===== src/rtl/prod_acc_pkg.sv =====
// Shared types and constants for the product accumulator slice.
package prod_acc_pkg;

  localparam int unsigned ACC_W_DEF     = 24;
  localparam int unsigned MAX_TERMS_DEF = 256;
  localparam int unsigned CNT_W         = 16;
  localparam int unsigned PROD_W        = 16;

  typedef enum logic {
    IDLE  = 1'b0,
    ACCUM = 1'b1
  } state_e;

endpackage


===== src/rtl/sat_add.sv =====
// Unsigned adder of a 16-bit product into an ACC_W accumulator, clamped at all-ones.
module sat_add
  import prod_acc_pkg::*;
#(
  parameter int unsigned ACC_W = ACC_W_DEF
) (
  input  logic [ACC_W-1:0]  a,
  input  logic [PROD_W-1:0] b,
  output logic [ACC_W-1:0]  sum,
  output logic              ovf
);

  localparam int unsigned SUM_W = ACC_W + 1;

  logic [SUM_W-1:0] full;

  always_comb begin
    full = SUM_W'(a) + SUM_W'(b);
    ovf  = full[ACC_W];
    sum  = ovf ? '1 : full[ACC_W-1:0];
  end

endmodule


===== src/rtl/prod_accumulator.sv =====
// Accumulates a stream of 8x8 products into saturated per-frame sums with
// a single-entry result register and valid/ready handshakes on both sides.
module prod_accumulator
  import prod_acc_pkg::*;
#(
  parameter int unsigned ACC_W     = ACC_W_DEF,
  parameter int unsigned MAX_TERMS = MAX_TERMS_DEF
) (
  input  logic              clk,
  input  logic              rst_n,
  input  logic              in_valid,
  output logic              in_ready,
  input  logic [PROD_W-1:0] in_prod,
  input  logic              in_last,
  output logic              out_valid,
  input  logic              out_ready,
  output logic [ACC_W-1:0]  out_sum,
  output logic [CNT_W-1:0]  out_count,
  output logic              out_sat,
  output logic              out_forced
);

  state_e             state_q, state_d;
  logic [ACC_W-1:0]   acc_q, acc_d;
  logic [CNT_W-1:0]   count_q, count_d;
  logic               sat_q, sat_d;
  logic               out_valid_q, out_valid_d;
  logic [ACC_W-1:0]   out_sum_q, out_sum_d;
  logic [CNT_W-1:0]   out_count_q, out_count_d;
  logic               out_sat_q, out_sat_d;
  logic               out_forced_q, out_forced_d;

  logic [ACC_W-1:0]   acc_base;
  logic [CNT_W-1:0]   count_base;
  logic [CNT_W-1:0]   count_inc;
  logic [ACC_W-1:0]   add_sum;
  logic               add_ovf;
  logic               in_xfer;
  logic               out_xfer;
  logic               frame_close;

  // The only stall source is an unconsumed result that is not leaving this cycle.
  assign in_ready = !out_valid_q || out_ready;

  // A fresh frame always starts from zero, regardless of leftover register contents.
  assign acc_base   = (state_q == IDLE) ? '0 : acc_q;
  assign count_base = (state_q == IDLE) ? '0 : count_q;

  sat_add #(
    .ACC_W(ACC_W)
  ) u_sat_add (
    .a  (acc_base),
    .b  (in_prod),
    .sum(add_sum),
    .ovf(add_ovf)
  );

  always_comb begin
    state_d      = state_q;
    acc_d        = acc_q;
    count_d      = count_q;
    sat_d        = sat_q;
    out_valid_d  = out_valid_q;
    out_sum_d    = out_sum_q;
    out_count_d  = out_count_q;
    out_sat_d    = out_sat_q;
    out_forced_d = out_forced_q;

    in_xfer     = in_valid && in_ready;
    out_xfer    = out_valid_q && out_ready;
    count_inc   = count_base + CNT_W'(1);
    frame_close = in_xfer && (in_last || (count_inc == CNT_W'(MAX_TERMS)));

    if (out_xfer) begin
      out_valid_d = 1'b0;
    end

    if (in_xfer) begin
      if (frame_close) begin
        // Result includes the closing term; it may overwrite a result leaving this cycle.
        state_d      = IDLE;
        acc_d        = '0;
        count_d      = '0;
        sat_d        = 1'b0;
        out_valid_d  = 1'b1;
        out_sum_d    = add_sum;
        out_count_d  = count_inc;
        out_sat_d    = sat_q || add_ovf;
        out_forced_d = !in_last;
      end else begin
        state_d = ACCUM;
        acc_d   = add_sum;
        count_d = count_inc;
        sat_d   = sat_q || add_ovf;
      end
    end
  end

  always_ff @(posedge clk or negedge rst_n) begin
    if (!rst_n) begin
      state_q      <= IDLE;
      acc_q        <= '0;
      count_q      <= '0;
      sat_q        <= 1'b0;
      out_valid_q  <= 1'b0;
      out_sum_q    <= '0;
      out_count_q  <= '0;
      out_sat_q    <= 1'b0;
      out_forced_q <= 1'b0;
    end else begin
      state_q      <= state_d;
      acc_q        <= acc_d;
      count_q      <= count_d;
      sat_q        <= sat_d;
      out_valid_q  <= out_valid_d;
      out_sum_q    <= out_sum_d;
      out_count_q  <= out_count_d;
      out_sat_q    <= out_sat_d;
      out_forced_q <= out_forced_d;
    end
  end

  assign out_valid  = out_valid_q;
  assign out_sum    = out_sum_q;
  assign out_count  = out_count_q;
  assign out_sat    = out_sat_q;
  assign out_forced = out_forced_q;

endmodule


===== config.mk =====
export PLATFORM = sky130hd
export DESIGN_NAME = prod_accumulator
export DESIGN_NICKNAME = d
export VERILOG_FILES = /design/src/rtl/prod_acc_pkg.sv /design/src/rtl/sat_add.sv /design/src/rtl/prod_accumulator.sv
export SDC_FILE = /design/constraint.sdc
export NUM_CORES = 1
export LEC_CHECK = 0
export CORE_AREA = 2 2 117 119
export CTS_CLUSTER_SIZE = 25
export DETAILED_ROUTE_END_ITERATION = 16
export DIE_AREA = 0 0 119 121
export GPL_TIMING_DRIVEN = 0
export PLACE_DENSITY_LB_ADDON = 0.25
export SLEW_MARGIN = 10
export SYNTH_ARGS = -nofsm -noshare
export SYNTH_HDL_FRONTEND = slang
export SYNTH_SLANG_ARGS = --single-unit
export TNS_END_PERCENT = 30

===== constraint.sdc =====
create_clock -name clk -period 10.7 [get_ports clk]
set_input_delay 2.675 -clock clk [delete_from_list [all_inputs] [get_ports clk]]
set_output_delay 2.675 -clock clk [all_outputs]
set_load 0.05 [all_outputs]

* Word-level counts from Yosys, hierarchy flattened *
Cells that the tools add are included.

storage, ports and cells
  bits of input ports = 21
  bits in registers = 85
  output and inout bits = 44
  logic and storage cells = 31

cells by class
  reduce and logical (&&, ||, !) cells = 9
  muxes and demuxes = 10
  equality and inequality tests = 1
  $add $sub $neg = 2

operators with widths
  operator                 number
  $mux W24                 3
  $mux W16                 2
  $add A24 B16 Y25         1
  $add A16 B1 Y16 const B  1
  $eq A16 B9 Y1 const B    1
  $mux W1                  5
  $logic_and A1 B1 Y1      3
  $logic_or A1 B1 Y1       3
  $logic_not A1 Y1         2
  $reduce_and A2 Y1        1

* Logic depth before layout (Yosys ltp) *
  depth after elaboration = 7
  gate-level depth with buffers = 15

* Hierarchy *
Synthesis repeated with hierarchy kept, for this count alone.

unflattened totals
  cells, all modules = 789
  area total of the unflattened synthesis = 6560.0 µm²

by module, submodules not included
  module            area each (µm²)  instances  cells each
  prod_accumulator  5363.9           1          614
  sat_add           1196.1           1          175

* Least setup slack after synthesis *
No wires, ideal clock.

  kind = input to output
  start = input port out_ready
  end = output port in_ready
  path buffers = 0
  stages on the path = 1
  arrival time = 3.122 ns
  data required time = 8.025 ns
  setup slack = 4.903 ns
  path through = nand2b_1

between the ends
  longest elaborated chain between the ends = 1

ends and longest elaborated chain
  element             RTL line                RTL
  start: declaration  prod_accumulator.sv:16  input logic out_ready,
  $logic_or A1 B1 Y1  prod_accumulator.sv:43  assign in_ready = !out_valid_q || out_ready;
  end: declaration    prod_accumulator.sv:12  output logic in_ready,

Every way passes these cells.

* Worst setup path after layout *
Ends and elaborated chain as after synthesis.

==> metrics.txt <==
# TYPE chip_impl_metric gauge
chip_impl_metric{name="synthesis.nets",unit=""} 590
chip_impl_metric{name="ys_seq_area_share",unit="%"} 43.5
chip_impl_metric{name="synthesis.yosys.warnings",unit=""} 0
chip_impl_metric{name="area_of_the_multi_input_gates",unit="um2"} 2610
chip_impl_metric{name="drv_cap",unit=""} 0
chip_impl_metric{name="fillers",unit=""} 1262
chip_impl_metric{name="numPortBuffers",unit=""} 63
chip_impl_info{name="yosysMostFrequentCell",value="nand2_1"} 1
chip_impl_metric{name="clock_path_buffers",unit=""} 2
chip_impl_metric{name="clkLatencyLatePin",unit="ns"} 0.34
chip_impl_metric{name="cts_hold_repair.buffers",unit=""} 0
chip_impl_metric{name="finish.utilization",unit="%"} 46.6
chip_impl_metric{name="resize_count_post_cts",unit=""} 0
chip_impl_metric{name="drt_drc_violations_left",unit=""} 0
chip_impl_metric{name="routedWlPerCell",unit="um"} 16.1
chip_impl_metric{name="placement_rows",unit=""} 42
chip_impl_metric{name="max_slew.worst_pin.slew",unit="ns"} 1.03
chip_impl_metric{name="drt-vias-per-instance",unit=""} 5.28
chip_impl_info{name="yosys.area.top_type",value="dfrtp_1"} 1
chip_impl_info{name="holdCritPathClass",value="reg -> reg"} 1
chip_impl_metric{name="finish.cell_count_without_fillers",unit=""} 808
chip_impl_metric{name="cp_data_required_time",unit="ns"} 8.03
chip_impl_metric{name="wire_length_of_the_first_global_routing_pass",unit="mm"} 22.1
chip_impl_metric{name="routed_wl",unit="mm"} 13.0
chip_impl_metric{name="static_leakage",unit="nW"} 2.62
chip_impl_metric{name="grt_max_degree",unit=""} 58
chip_impl_metric{name="total_nets_final",unit=""} 665
chip_impl_metric{name="finClkSkew",unit="ns"} 0.00749
chip_impl_info{name="yosys-top-cells-count",value="nand2_1, dfrtp_1, nor2_1"} 1
chip_impl_metric{name="critical_path_peak_fanout",unit=""} 4
chip_impl_metric{name="dieArea",unit="um2"} 14400
chip_impl_info{name="setup_repair_after_global_routing_missed_its_margin",value="false"} 1
chip_impl_metric{name="ant_nets",unit=""} 0
chip_impl_metric{name="timing.final.max_slew_violations",unit=""} 0
chip_impl_metric{name="cts.sinks",unit=""} 85
chip_impl_metric{name="postSynthRegisterBits",unit=""} 85
chip_impl_metric{name="synth_edf_count",unit=""} 0
chip_impl_metric{name="core_region_area",unit="um2"} 13100
chip_impl_metric{name="dr.first_iter.drc_count",unit=""} 365
chip_impl_metric{name="dp_hpwl",unit="mm"} 9.47
chip_impl_metric{name="cts_buffer_count",unit=""} 9
chip_impl_metric{name="yosys.area.top_type_share",unit="%"} 43.5
chip_impl_metric{name="crit_arrival",unit="ns"} 4.08
chip_impl_metric{name="finalWorstPathRequiredPeriod",unit="ns"} 6.76
chip_impl_metric{name="antenna_violations_before_repair",unit=""} 0
chip_impl_metric{name="firstDrtPassIters",unit=""} 5
chip_impl_info{name="cp-end-kind",value="output port"} 1
chip_impl_info{name="synth.area.top_cells",value="dfrtp_1, nand2_1, ha_1"} 1
chip_impl_metric{name="cts_max_level",unit=""} 3
chip_impl_info{name="timing_worst_setup_path_type",value="in -> out"} 1
chip_impl_metric{name="post_route_setup_tns",unit="ns"} 0
chip_impl_metric{name="die_width",unit="um"} 119
chip_impl_metric{name="register_area",unit="um2"} 2130
chip_impl_metric{name="global_route_usage_over_all_layers",unit="%"} 19.2
chip_impl_info{name="synthFlopType",value="dfrtp_1"} 1
chip_impl_metric{name="placed_cell_area",unit="um2"} 5770
chip_impl_metric{name="placed_cells",unit=""} 792
chip_impl_metric{name="post_route_cells_drive_above_1_share",unit="%"} 6.33
chip_impl_metric{name="floorplan.die.height",unit="um"} 121
chip_impl_metric{name="place.gp.congestion",unit=""} 0.909
chip_impl_metric{name="yosysUniqueCellTypes",unit=""} 57
chip_impl_metric{name="min_period_over_period",unit="%"} 63.1
chip_impl_metric{name="fin_total_pwr",unit="uW"} 976
chip_impl_info{name="worst_setup_path_start_kind",value="input pin"} 1
chip_impl_metric{name="vias_in_the_first_global_route",unit=""} 4244
chip_impl_metric{name="area_delta_synth_final",unit="%"} 24.6
chip_impl_metric{name="postSynthCellCount",unit=""} 552
chip_impl_metric{name="floorplan.io_pins",unit=""} 65
chip_impl_metric{name="global_route.overflow_total",unit=""} 0
chip_impl_metric{name="syn_area",unit="um2"} 4890
chip_impl_metric{name="routed-via-count",unit=""} 4266
chip_impl_info{name="run_status",value="complete, no violations"} 1
chip_impl_metric{name="report.final.hold_viol_count",unit=""} 0
chip_impl_metric{name="average_cell_area_after_synthesis",unit="um2"} 8.86
chip_impl_metric{name="post-cts-setup-buffer-count",unit=""} 0
chip_impl_metric{name="clk_slew_on_worst_s_h_paths",unit="ns"} 0.06
chip_impl_info{name="root_buffer",value="clkbuf_16"} 1
chip_impl_info{name="cts_tree",value="built"} 1
chip_impl_metric{name="fmax",unit="GHz"} 0.148
chip_impl_metric{name="power_density_cells",unit="nW/um2"} 160
chip_impl_metric{name="timing.slew.headroom",unit="%"} 29.6
chip_impl_metric{name="max-vdd-ir-drop",unit="mV"} 0.0693
chip_impl_metric{name="report.final.setup_viol",unit=""} 0
chip_impl_metric{name="antenna_cells_inserted",unit=""} 0
chip_impl_metric{name="start_util",unit="%"} 37.4
chip_impl_metric{name="final_instance_area",unit="um2"} 6090
chip_impl_metric{name="asyncSetResetFlopFracSynth",unit="%"} 100
-- power breakdown --
part | leakage, nW | internal [mW] | switching (mW)
logic | 1.33 | 0.0898 | 0.171
registers | 1.13 | 0.352 | 0.0173
clock network | 0.156 | 0.218 | 0.129
total | 2.62 | 0.659 | 0.317
-- state kept, by name, indices dropped and copies added, names as in the netlist --
register and cells:
acc_q 24, count_q 16, out_count 16, out_forced 1, out_sat 1, out_sum 24, out_valid 1, sat_q 1
state_q 1
-- per-stage QoR --
stage	worst slack [ns]	hold slack, ns
global placement	3.77	0.451
finish	3.94	0.468
floorplan	4.90	0.442
CTS	3.93	0.473
global route	3.86	0.499
detailed placement	3.94	0.460
-- final timing paths --
check / startpoint / endpoint / cells past startpoint / slack [ns]
setup / recovery: out_ready / in_ready / 3 / 3.94
hold / removal: out_sat / out_sat / 2 / 0.47
setup reg to reg: state_q / acc_q[13] / 15 / 5.75
hold reg to reg: out_sat / out_sat / 2 / 0.47
max in group asynchronous: rst_n / out_count[9] / 2 / 7.82
min in group asynchronous: rst_n / out_sum[13] / 1 / 2.26
-- placed cells by master (no fill, tap or decap), types with 7 or more instances in the layout --
| master | n |
|---|---|
| nand2_1 | 104 |
| dfrtp_1 | 85 |
| clkdlybuf4s50_1 | 62 |
| nor2_1 | 38 |
| o21ai_0 | 37 |
| o21ai_1 | 35 |
| a21oi_1 | 30 |
| clkbuf_1 | 24 |
| and2_1 | 20 |
| xnor2_1 | 16 |
| ha_1 | 16 |
| nand3_1 | 11 |
| xor2_1 | 10 |
| and3_1 | 9 |
| clkbuf_16 | 9 |
| o31ai_1 | 8 |
| inv_1 | 7 |
| a22o_1 | 7 |
| mux2_2 | 7 |
-- cell families after synthesis --
| group | synth area share (%) |
|---|---|
| AO/OA/AOI/OAI | 20.5 |
| flip-flops | 43.5 |
| multiplexers | 2.64 |
| adder cells (fa/ha/maj) | 4.50 |
| XOR/XNOR | 4.66 |
| buffers and inverters | 3.10 |
| AND/OR/NAND/NOR | 21.1 |
-- metal layers --
layer | wire length, um | global-route usage (%) | up-vias
li1 | - | - | 2099
met1 | 6240 | 27.1 | 2045
met2 | 6000 | 29.9 | 105
met3 | 551 | 2.68 | 17
met4 | 252 | 7.51 | 0
met5 | 0 | 0 | -
-- final cells by class --
| type | instances | area share, % |
|---|---|---|
| Multi-Input combinational cell | 431 | 42.9 |
| Sequential cell | 85 | 34.9 |
| Timing Repair Buffer | 64 | 10.8 |
| Clock buffer | 13 | 4.27 |
| Tap cell | 176 | 3.61 |
| Buffer | 29 | 2.05 |
| Clock inverter | 3 | 1.11 |
| Inverter | 7 | 0.431 |
-- critical path: stages --
cell and delay, ns:
clkdlybuf4s50_1 0.45, nand2b_1 0.14, clkdlybuf4s50_1 0.81
No activity file was read; power rests on OpenSTA's default activity.
